<file path="config.mk">
export PLATFORM = sky130hd
export DESIGN_NAME = fproc_arbiter
export DESIGN_NICKNAME = d
export VERILOG_FILES = /design/src/rtl/fproc_arbiter.sv
export SDC_FILE = /design/constraint.sdc
export NUM_CORES = 1
export LEC_CHECK = 0
export ABC_CLOCK_PERIOD_IN_PS = 4550
export CAP_MARGIN = 10
export CORE_ASPECT_RATIO = 0.75
export CORE_MARGIN = 5
export CORE_UTILIZATION = 51
export CTS_CLUSTER_DIAMETER = 30
export DETAILED_ROUTE_END_ITERATION = 10
export GPL_ROUTABILITY_DRIVEN = 0
export PLACE_DENSITY_LB_ADDON = 0.2
export SYNTH_ARGS = -nofsm -noshare
export SYNTH_HDL_FRONTEND = slang
export SYNTH_SLANG_ARGS = --single-unit
</file>
<file path="constraint.sdc">
create_clock -name clk -period 4.55 [get_ports clk]
set_input_delay 0.91 -clock clk [delete_from_list [all_inputs] [get_ports clk]]
set_output_delay 0.91 -clock clk [all_outputs]
set_load 0.01 [all_outputs]
</file>
<file path="src/rtl/fproc_arbiter.sv">
// Round-robin arbiter sharing one fproc unit among N_CORES requesters.
// One transaction in flight at a time: IDLE -> ISSUE -> WAIT -> RESPOND.
module fproc_arbiter #(
  parameter int N_CORES        = 4,
  parameter int ID_WIDTH       = 8,
  parameter int DATA_WIDTH     = 32,
  parameter int TIMEOUT_CYCLES = 1024
) (
  input  logic                         clk,
  input  logic                         reset,
  input  logic [N_CORES-1:0]           core_req,
  input  logic [N_CORES*ID_WIDTH-1:0]  core_id,
  output logic [N_CORES-1:0]           core_ready,
  output logic [DATA_WIDTH-1:0]        core_data,
  output logic                         fproc_req_valid,
  output logic [ID_WIDTH-1:0]          fproc_req_id,
  input  logic                         fproc_resp_valid,
  input  logic [DATA_WIDTH-1:0]        fproc_resp_data,
  output logic                         timeout_err,
  output logic                         dup_req_err
);

  localparam int GW = (N_CORES > 1) ? $clog2(N_CORES) : 1;
  localparam int CW = $clog2(TIMEOUT_CYCLES + 1);

  typedef enum logic [1:0] {IDLE, ISSUE, WAIT, RESPOND} state_t;

  state_t                  state_q, state_d;
  logic [N_CORES-1:0]      pending_q, pending_d;
  logic [ID_WIDTH-1:0]     id_q [N_CORES];
  logic [ID_WIDTH-1:0]     id_d [N_CORES];
  logic [DATA_WIDTH-1:0]   data_q, data_d;
  logic [GW-1:0]           grant_q, grant_d;
  logic [GW-1:0]           last_q, last_d;
  logic [CW-1:0]           cnt_q, cnt_d;
  logic                    dup_q, dup_d;
  logic [N_CORES-1:0]      clr;
  logic [GW-1:0]           rr_sel, cand;
  logic                    rr_found;

  // Search starts one past the last grant so every pending core is reached within N_CORES grants.
  always_comb begin
    rr_sel   = '0;
    rr_found = 1'b0;
    cand     = '0;
    for (int k = 1; k <= N_CORES; k++) begin
      cand = GW'((int'(last_q) + k) % N_CORES);
      if (!rr_found && pending_q[cand]) begin
        rr_found = 1'b1;
        rr_sel   = cand;
      end
    end
  end

  always_comb begin
    state_d         = state_q;
    grant_d         = grant_q;
    last_d          = last_q;
    cnt_d           = cnt_q;
    data_d          = data_q;
    clr             = '0;
    fproc_req_valid = 1'b0;
    fproc_req_id    = '0;
    core_ready      = '0;
    core_data       = '0;
    timeout_err     = 1'b0;
    case (state_q)
      IDLE: begin
        if (rr_found) begin
          grant_d = rr_sel;
          last_d  = rr_sel;
          state_d = ISSUE;
        end
      end
      ISSUE: begin
        fproc_req_valid = 1'b1;
        fproc_req_id    = id_q[grant_q];
        cnt_d           = '0;
        state_d         = WAIT;
      end
      WAIT: begin
        if (fproc_resp_valid) begin
          data_d  = fproc_resp_data;
          state_d = RESPOND;
        end else if (cnt_q == CW'(TIMEOUT_CYCLES - 1)) begin
          data_d      = '0;
          timeout_err = 1'b1;
          state_d     = RESPOND;
        end else begin
          cnt_d = cnt_q + CW'(1);
        end
      end
      RESPOND: begin
        core_ready[grant_q] = 1'b1;
        core_data           = data_q;
        clr[grant_q]        = 1'b1;
        state_d             = IDLE;
      end
      default: state_d = IDLE;
    endcase
  end

  // A new request from the core being answered is accepted in the same cycle (set beats clear).
  always_comb begin
    pending_d = pending_q;
    dup_d     = dup_q;
    for (int i = 0; i < N_CORES; i++) begin
      id_d[i] = id_q[i];
      if (core_req[i] && (!pending_q[i] || clr[i])) begin
        pending_d[i] = 1'b1;
        id_d[i]      = core_id[i*ID_WIDTH +: ID_WIDTH];
      end else begin
        if (clr[i]) pending_d[i] = 1'b0;
        if (core_req[i]) dup_d = 1'b1;
      end
    end
  end

  always_ff @(posedge clk or posedge reset) begin
    if (reset) begin
      state_q   <= IDLE;
      pending_q <= '0;
      data_q    <= '0;
      grant_q   <= '0;
      last_q    <= GW'(N_CORES - 1);
      cnt_q     <= '0;
      dup_q     <= 1'b0;
      for (int i = 0; i < N_CORES; i++) id_q[i] <= '0;
    end else begin
      state_q   <= state_d;
      pending_q <= pending_d;
      data_q    <= data_d;
      grant_q   <= grant_d;
      last_q    <= last_d;
      cnt_q     <= cnt_d;
      dup_q     <= dup_d;
      for (int i = 0; i < N_CORES; i++) id_q[i] <= id_d[i];
    end
  end

  assign dup_req_err = dup_q;

endmodule
</file>
After elaboration in Yosys (flattened, before gate mapping)

Index checks and enable logic that the tools add are counted.

Reduce and logical (&&, ||, !) cells: 30
Bitwise gates (word level): 1
Add/subtract/negate cells: 5
Order comparisons: 7
Equality and inequality tests: 8
Multiplexer cells: 53

Operators by type and width:

| operator                                                    | count |
|---|---|
| 2-to-1 mux 32 bit                                           | 3 |
| 2-to-1 mux 1 bit                                            | 29 |
| 2-to-1 mux 8 bit                                            | 3 |
| 2-to-1 mux 11 bit                                           | 2 |
| case mux 11 bit (2 select lines)                            | 1 |
| binary-select mux 8 bit (select 2 bit)                      | 1 |
| less-than comparator 2 x 3 -> 1 bit (second input constant) | 5 |
| 2-to-1 mux 2 bit                                            | 7 |
| nonzero test 2 bit                                          | 6 |
| adder 11 x 1 -> 11 bit (second input constant)              | 1 |
| == test 11 x 10 -> 1 bit (second input constant)            | 1 |
| binary-select mux 1 bit (select 2 bit)                      | 4 |
| logical AND 1 bit                                           | 8 |
| case mux 2 bit (4 select lines)                             | 1 |
| logical NOT 1 bit                                           | 7 |
| inequality test 2 bit (second input constant)               | 3 |
| AND reduction 2 bit                                         | 3 |
| adder 2 x 1 -> 2 bit (second input constant)                | 2 |
| adder 2 bit (second input constant)                         | 2 |
| == test 2 bit (second input constant)                       | 2 |
| logical OR 1 bit                                            | 4 |
| 2-to-1 mux 4 bit                                            | 1 |
| greater-or-equal comparator 3 bit (second input constant)   | 1 |
| inequality test 3 bit (second input constant)               | 1 |
| 6 further kinds                                             | 6 |

Bits in registers: 86
Output and inout port bits: 47
Input bits: 71

Logic depth before layout (Yosys ltp)

Gate-level depths: netlist of run 1.

Word-level depth: 15
Mapped depth: 8
Mapped depth without buffers: 6

Worst setup path before layout of run 1

Ideal clock, no wire load.

Path kind: input to output
Start: in fproc_resp_valid
End: out timeout_err
Stages on the path: 4
Path slack: 1,825 ps
Data arrival time: 1,815 ps
Path through: nand2b_1 -> or3_1 -> clkbuf_1 -> nor3_1

Word-level cells in the longest chain between the ends: 2

Ends and longest elaborated chain:

| element          | line | text |
|---|---|---|
| start, declared  | 17   | `input logic fproc_resp_valid,` |
| 2-to-1 mux 1 bit | 82   | `if (fproc_resp_valid) begin` |
| 2-to-1 mux 1 bit | 67   | `case (state_q)` |
| end, declared    | 19   | `output logic timeout_err,` |

No other way between the ends.

Worst setup path in the final report of run 1

Ends and elaborated chain as after synthesis.

==> qor.yml, run 1 <==
cp-end-kind: "output port"
final_cell_mix: "clkdlybuf4s50_1 (117), dfrtp_1 (84), and2_1 (44)"
syn2layout_area_growth_pct: 35.0
ant_nets: 0
rows: 28
cts_tree: "built"
netlist_area_sq_mm: 0.00408
drc: 0
reg2reg_depth: 4
ys_seq_area_share_pct: 52.8
first_iter_violations: 163
fin_nets: 521
first_pass_iters: 4
fin_ws_ns: 0.771
fmax_ghz: 0.265
slew_viol_final: 0
crit_path_start_kind: "primary input"
syn_nets: 409
r2r_end: "id_q[21]"
switching_share_pct: 33.0
grt-ovfl-total: 0
comb_power_share_pct: 40.6
async_reset_ff_share_pct: 100
clk_latency_ns: 0.35
ctsResizeCount: 0
diodes: 0
port_buffers: 117
reg2reg_slack_ns: 2.31
synth-edff-count: 0
vias: 3028
grt_pass1_vias: 3166
synth.avg_cell_area_sq_um: 12.3
post-route-period-util_pct: 83.0
hp-class: "reg -> reg"
slew_headroom_pct: 22.2
ir_drop_uv: 286
total_leakage_power_uw: 0.00238
synth_cells: 332
finalNonFillerCells: 554
grt_max_degree: 46
outcome: "completed"
setup_tns_ns: 0
io_pins: 118
die_x_microns: 113
cts.clk_slew.worst_paths_ns: 0.09
drive_gt1_share_pct: 16.5
dp_hpwl_microns: 6960
path_class: "in -> out"
antenna_found_initial: 0
final_common_cell: "clkdlybuf4s50_1"
wl_per_cell_microns: 17.4
clock_skew_ns: 0.00940
coreArea_sq_mm: 0.00785
design.die.area_sq_mm: 0.00991
clock-root-buffer: "clkbuf_8"
switchingPower_uw: 1040
htreeDepth: 3
endpoint: "timeout_err"
drv_cap: 0
via_per_inst: 5.47
worstPathRequired_ns: 3.64
place_inst: 538
pre_cts_slack_ns: 0.788
intPower_uw: 2120
hold_viol: 0
rr_startpoint: "grant_q[0]"
cts_hold_buf: 0
cp.arrival_ns: 2.87
ys_ff_latch: 86
setup_viol_count_final: 0
synthFlopType: "dfrtp_1"
post-route-min-period_ns: 3.78
p_per_area_mw_per_mm2: 574
rsz0062_at_grt: "no"
tightestPinTransition_ns: 1.17
post_cts_buffers: 0
cts_buffers: 9
start_util_pct: 52.0
routed_wl_microns: 9620
synth_warnings: 0
grt_pass1_wl_microns: 16000
ys_types: 49
p_total_uw: 3160
pwr-share-seq_pct: 42.1
cts.path.max_buffers: 2
die_y_microns: 87.5
startpoint: "fproc_resp_valid"
grt_util_all_layers_pct: 20.7
cts.sinks: 86
path_max_fanout: 6
whs_ns: 0.499
clkPwrFrac_pct: 17.3
## stage by stage
| step | area (sq um) | util, % |
|---|---|---|
| after detailed placement | 5300 | 67.6 |
| final | 5510 | 70.2 |
| after CTS | 5510 | 70.2 |
| after global routing | 5510 | 70.2 |
| after floorplan | 4080 | - |
| after global placement | 5300 | 67.6 |
## state kept, by name, indices dropped and copies added, names as in the netlist
register	count
data_q	32
id_q	32
cnt_q	11
pending_q	4
grant_q	2
last_q	2
state_q	2
dup_req_err	1
## critical path, cell delays in order
cell and delay, ns:
clkdlybuf4s50_1 0.51, nand2b_1 0.28, or3_1 0.43, nor3_1 0.17
clkdlybuf4s50_1 0.56
## routing by layer
| metal | global-route usage [%] | part of all wire [%] | wire, microns | up-vias |
|---|---|---|---|---|
| met4 | 5.57 | 0.98 | 94 | 0 |
| met1 | 28.1 | 45 | 4320 | 1504 |
| met5 | 0 | 0 | 0 | - |
| met2 | 31.8 | 47 | 4500 | 100 |
| li1 | - | - | - | 1415 |
| met3 | 7.22 | 7.4 | 709 | 9 |
## logic make-up (layout without fill, tap and decap cells)
group	after synthesis	after routing	synth area share, %
simple gates	105	105	15.2
flops	86	86	52.8
compound gates	60	60	11.8
mux	46	46	14.8
buf+inv	29	146	3.47
fa+ha+maj	6	6	1.84
## power groups by stage
stage	Sequential, uW	Combinational (uW)	Clock (uW)
final	1330	1280	549
after global routing	1380	1410	593
after CTS	1330	1310	569
after detailed placement	1340	1310	0
after global placement	1320	1260	0
after floorplan	1240	913	0
## how the worst min path moves through the flow
stage | end | depth (start not counted) | startpoint | slack [ns]
global placement | data_q[19] | 1 | data_q[19] | 0.47
finish | data_q[13] | 1 | data_q[13] | 0.50
detailed placement | data_q[11] | 1 | data_q[11] | 0.48
CTS | data_q[0] | 1 | data_q[0] | 0.50
global route | data_q[21] | 1 | data_q[21] | 0.51
floorplan | data_q[0] | 1 | data_q[0] | 0.46
## layout make-up
class,count,area [sq um]
Fill cell,583,2340
Sequential cell,86,2150
Multi-Input combinational cell,217,1780
Timing Repair Buffer,120,1190
Tap cell,105,131
Clock buffer,9,124
Clock inverter,7,80.1
Inverter,10,38.8
## synth_stat cells (2+ instances only)
master	n	area [sq um]
o21ai_0	2	10.0
mux2i_1	5	50.1
dfrtp_1	84	2100
nand3_1	5	25.0
buf_2	4	20.0
mux4_2	8	180
nand2_1	18	67.6
nor3_1	5	25.0
nor2_1	6	22.5
buf_6	3	33.8
inv_1	10	37.5
nand4_1	2	12.5
or4_1	2	15.0
nand4_2	2	25.0
ha_1	6	75.1
clkbuf_1	10	37.5
a22o_2	2	20.0
nor4_1	2	12.5
mux2_2	32	360
and2_1	44	275
o22ai_1	2	12.5
nor2b_1	3	18.8
o31ai_1	2	15.0
a21oi_1	9	45.0
a22o_1	30	263
nand2b_1	10	62.6
dfstp_2	2	52.6
Note: power is estimated with default switching activity, not from simulation.
==> inputs of run 2 (changes only) <==
- ABC_CLOCK_PERIOD_IN_PS: 4550 -> 3500
- CORE_UTILIZATION: 51 -> 48
- clock period: 4.55 -> 3.5 ns (I/O delays scaled with it)
==> qor.yml, run 2 (same netlist as run 1, synthesis figures left out) <==
die_y_microns: 89.8  # was 87.5 microns
drv_cap: 0  # unchanged
setup_tns_ns: 0  # unchanged
cp.arrival_ns: 2.40  # was 2.87 ns
htreeDepth: 3  # unchanged
design.die.area_sq_mm: 0.0105  # was 0.00991 sq mm
grt_pass1_wl_microns: 16900  # was 16000 microns
grt_util_all_layers_pct: 20.6  # was 20.7%
path_max_fanout: 6  # unchanged
fmax_ghz: 0.322
total_leakage_power_uw: 0.00246  # was 0.00238 uW
cp-end-kind: "output port"  # unchanged
clock_skew_ns: 0.00576  # was 0.00940 ns
slew_viol_final: 0  # unchanged
cts_hold_buf: 0  # unchanged
vias: 3061  # was 3028
p_per_area_mw_per_mm2: 782  # was 574 mW/mm^2
diodes: 0  # unchanged
clk_latency_ns: 0.34  # was 0.35 ns
start_util_pct: 48.7  # was 52.0%
cts.clk_slew.worst_paths_ns: 0.06  # was 0.09 ns
post-route-min-period_ns: 3.10
coreArea_sq_mm: 0.00838  # was 0.00785 sq mm
setup_viol_count_final: 0  # unchanged
outcome: "completed"  # unchanged
rows: 29  # was 28
routed_wl_microns: 10100  # was 9620 microns
tightestPinTransition_ns: 0.834  # was 1.17 ns
first_iter_violations: 217  # was 163
cts.sinks: 86  # unchanged
dpl_cell_area_sq_mm: 0.00533  # was 0.00530 sq mm
ant_nets: 0  # unchanged
final_common_cell: "clkdlybuf4s50_1"  # unchanged
cts.path.max_buffers: 2  # unchanged
crit_path_start_kind: "primary input"  # unchanged
hp-class: "reg -> reg"  # unchanged
ctsResizeCount: 0  # unchanged
port_buffers: 117  # unchanged
cts_tree: "built"  # unchanged
rsz0062_at_grt: "no"  # unchanged
grt_pass1_vias: 3340  # was 3166
slew_headroom_pct: 44.2  # was 22.2%
wl_per_cell_microns: 18.0  # was 17.4 microns
path_class: "in -> out"  # unchanged
first_pass_iters: 5  # was 4
cts_buffers: 9  # unchanged
antenna_found_initial: 0  # unchanged
dp_hpwl_microns: 7190  # was 6960 microns
fin_nets: 524  # was 521
grt-ovfl-total: 0  # unchanged
io_pins: 118  # unchanged
largestRegisters: "data_q x32, id_q x32, cnt_q x11"  # unchanged
drc: 0  # unchanged
post-route-period-util_pct: 88.7
final_cell_mix: "clkdlybuf4s50_1 (117), dfrtp_1 (84), and2_1 (44)"  # unchanged
grt_max_degree: 47  # was 46
clock-root-buffer: "clkbuf_16"  # was clkbuf_8
syn2layout_area_growth_pct: 38.8  # was 35.0%
post_cts_buffers: 0  # unchanged
via_per_inst: 5.47  # about the same
drive_gt1_share_pct: 16.8  # was 16.5%
die_x_microns: 116  # was 113 microns
ir_drop_uv: 378  # was 286 uV
worstPathRequired_ns: 2.80  # was 3.64 ns
hold_viol: 0  # unchanged
fin_area_sq_mm: 0.00566  # was 0.00551 sq mm
## run 2: cell count changes in the layout (fill, tap and decap cells not counted), sizes merged
| cell | change |
|---|---|
| buf | +3 |
| clkbuf | +3 |
| inv | -4 |
| clkinv | +3 |
| clkinvlp | -2 |
## run 2: per-stage QoR
step           hold slack [ns]  util [%]  worst slack (ns)  instances  power [uW]
2_1_floorplan            0.458         -             0.581        332        2790
3_3_place_gp             0.474      63.6             0.425        543        3400
3_5_place_dp             0.474      63.6             0.411        543        3460
4_1_cts                  0.495      67.2             0.378        559        4450
5_1_grt                  0.501      67.6             0.283        560        4720
6_report                 0.492      67.6             0.395        560        4430
## run 2: layer usage
layer	wire, microns	part of all wire [%]	vias up	global-route usage (%)
li1	-	-	1423	-
met1	4520	45	1536	28.0
met2	4730	47	88	31.6
met3	714	7.1	14	7.25
met4	127	1.3	0	5.12
met5	0	0	-	0
## run 2: final timing paths
path                             startpoint  slack [ns]           to  depth (start not counted)
setup / recovery           fproc_resp_valid        0.40  timeout_err                          5
hold / removal                    data_q[1]        0.49    data_q[1]                          1
setup reg to reg                 grant_q[0]        1.29     id_q[17]                          4
hold reg to reg                   data_q[1]        0.49    data_q[1]                          1
max in group asynchronous             reset        1.98    last_q[0]                          3
min in group asynchronous             reset        0.78     id_q[13]                          2
## run 2: cell type report
cell class	instances	area, sq um
timing repair buffer	123	1250
inverter	10	38.8
fill	633	2720
clock buffer	12	256
sequential	86	2150
clock inverter	4	45.0
tap	108	135
multi-input combinational	217	1780
## run 2: critical path, cell delays in order
cell,delay (ns)
clkdlybuf4s50_1,0.41
nand2b_1,0.16
or3_1,0.39
nor3_1,0.17
clkdlybuf4s50_1,0.57
## run 2: power by group
group | switching [uW] | internal (uW)
Clock | 375 | 588
Combinational | 700 | 1020
Sequential | 313 | 1420
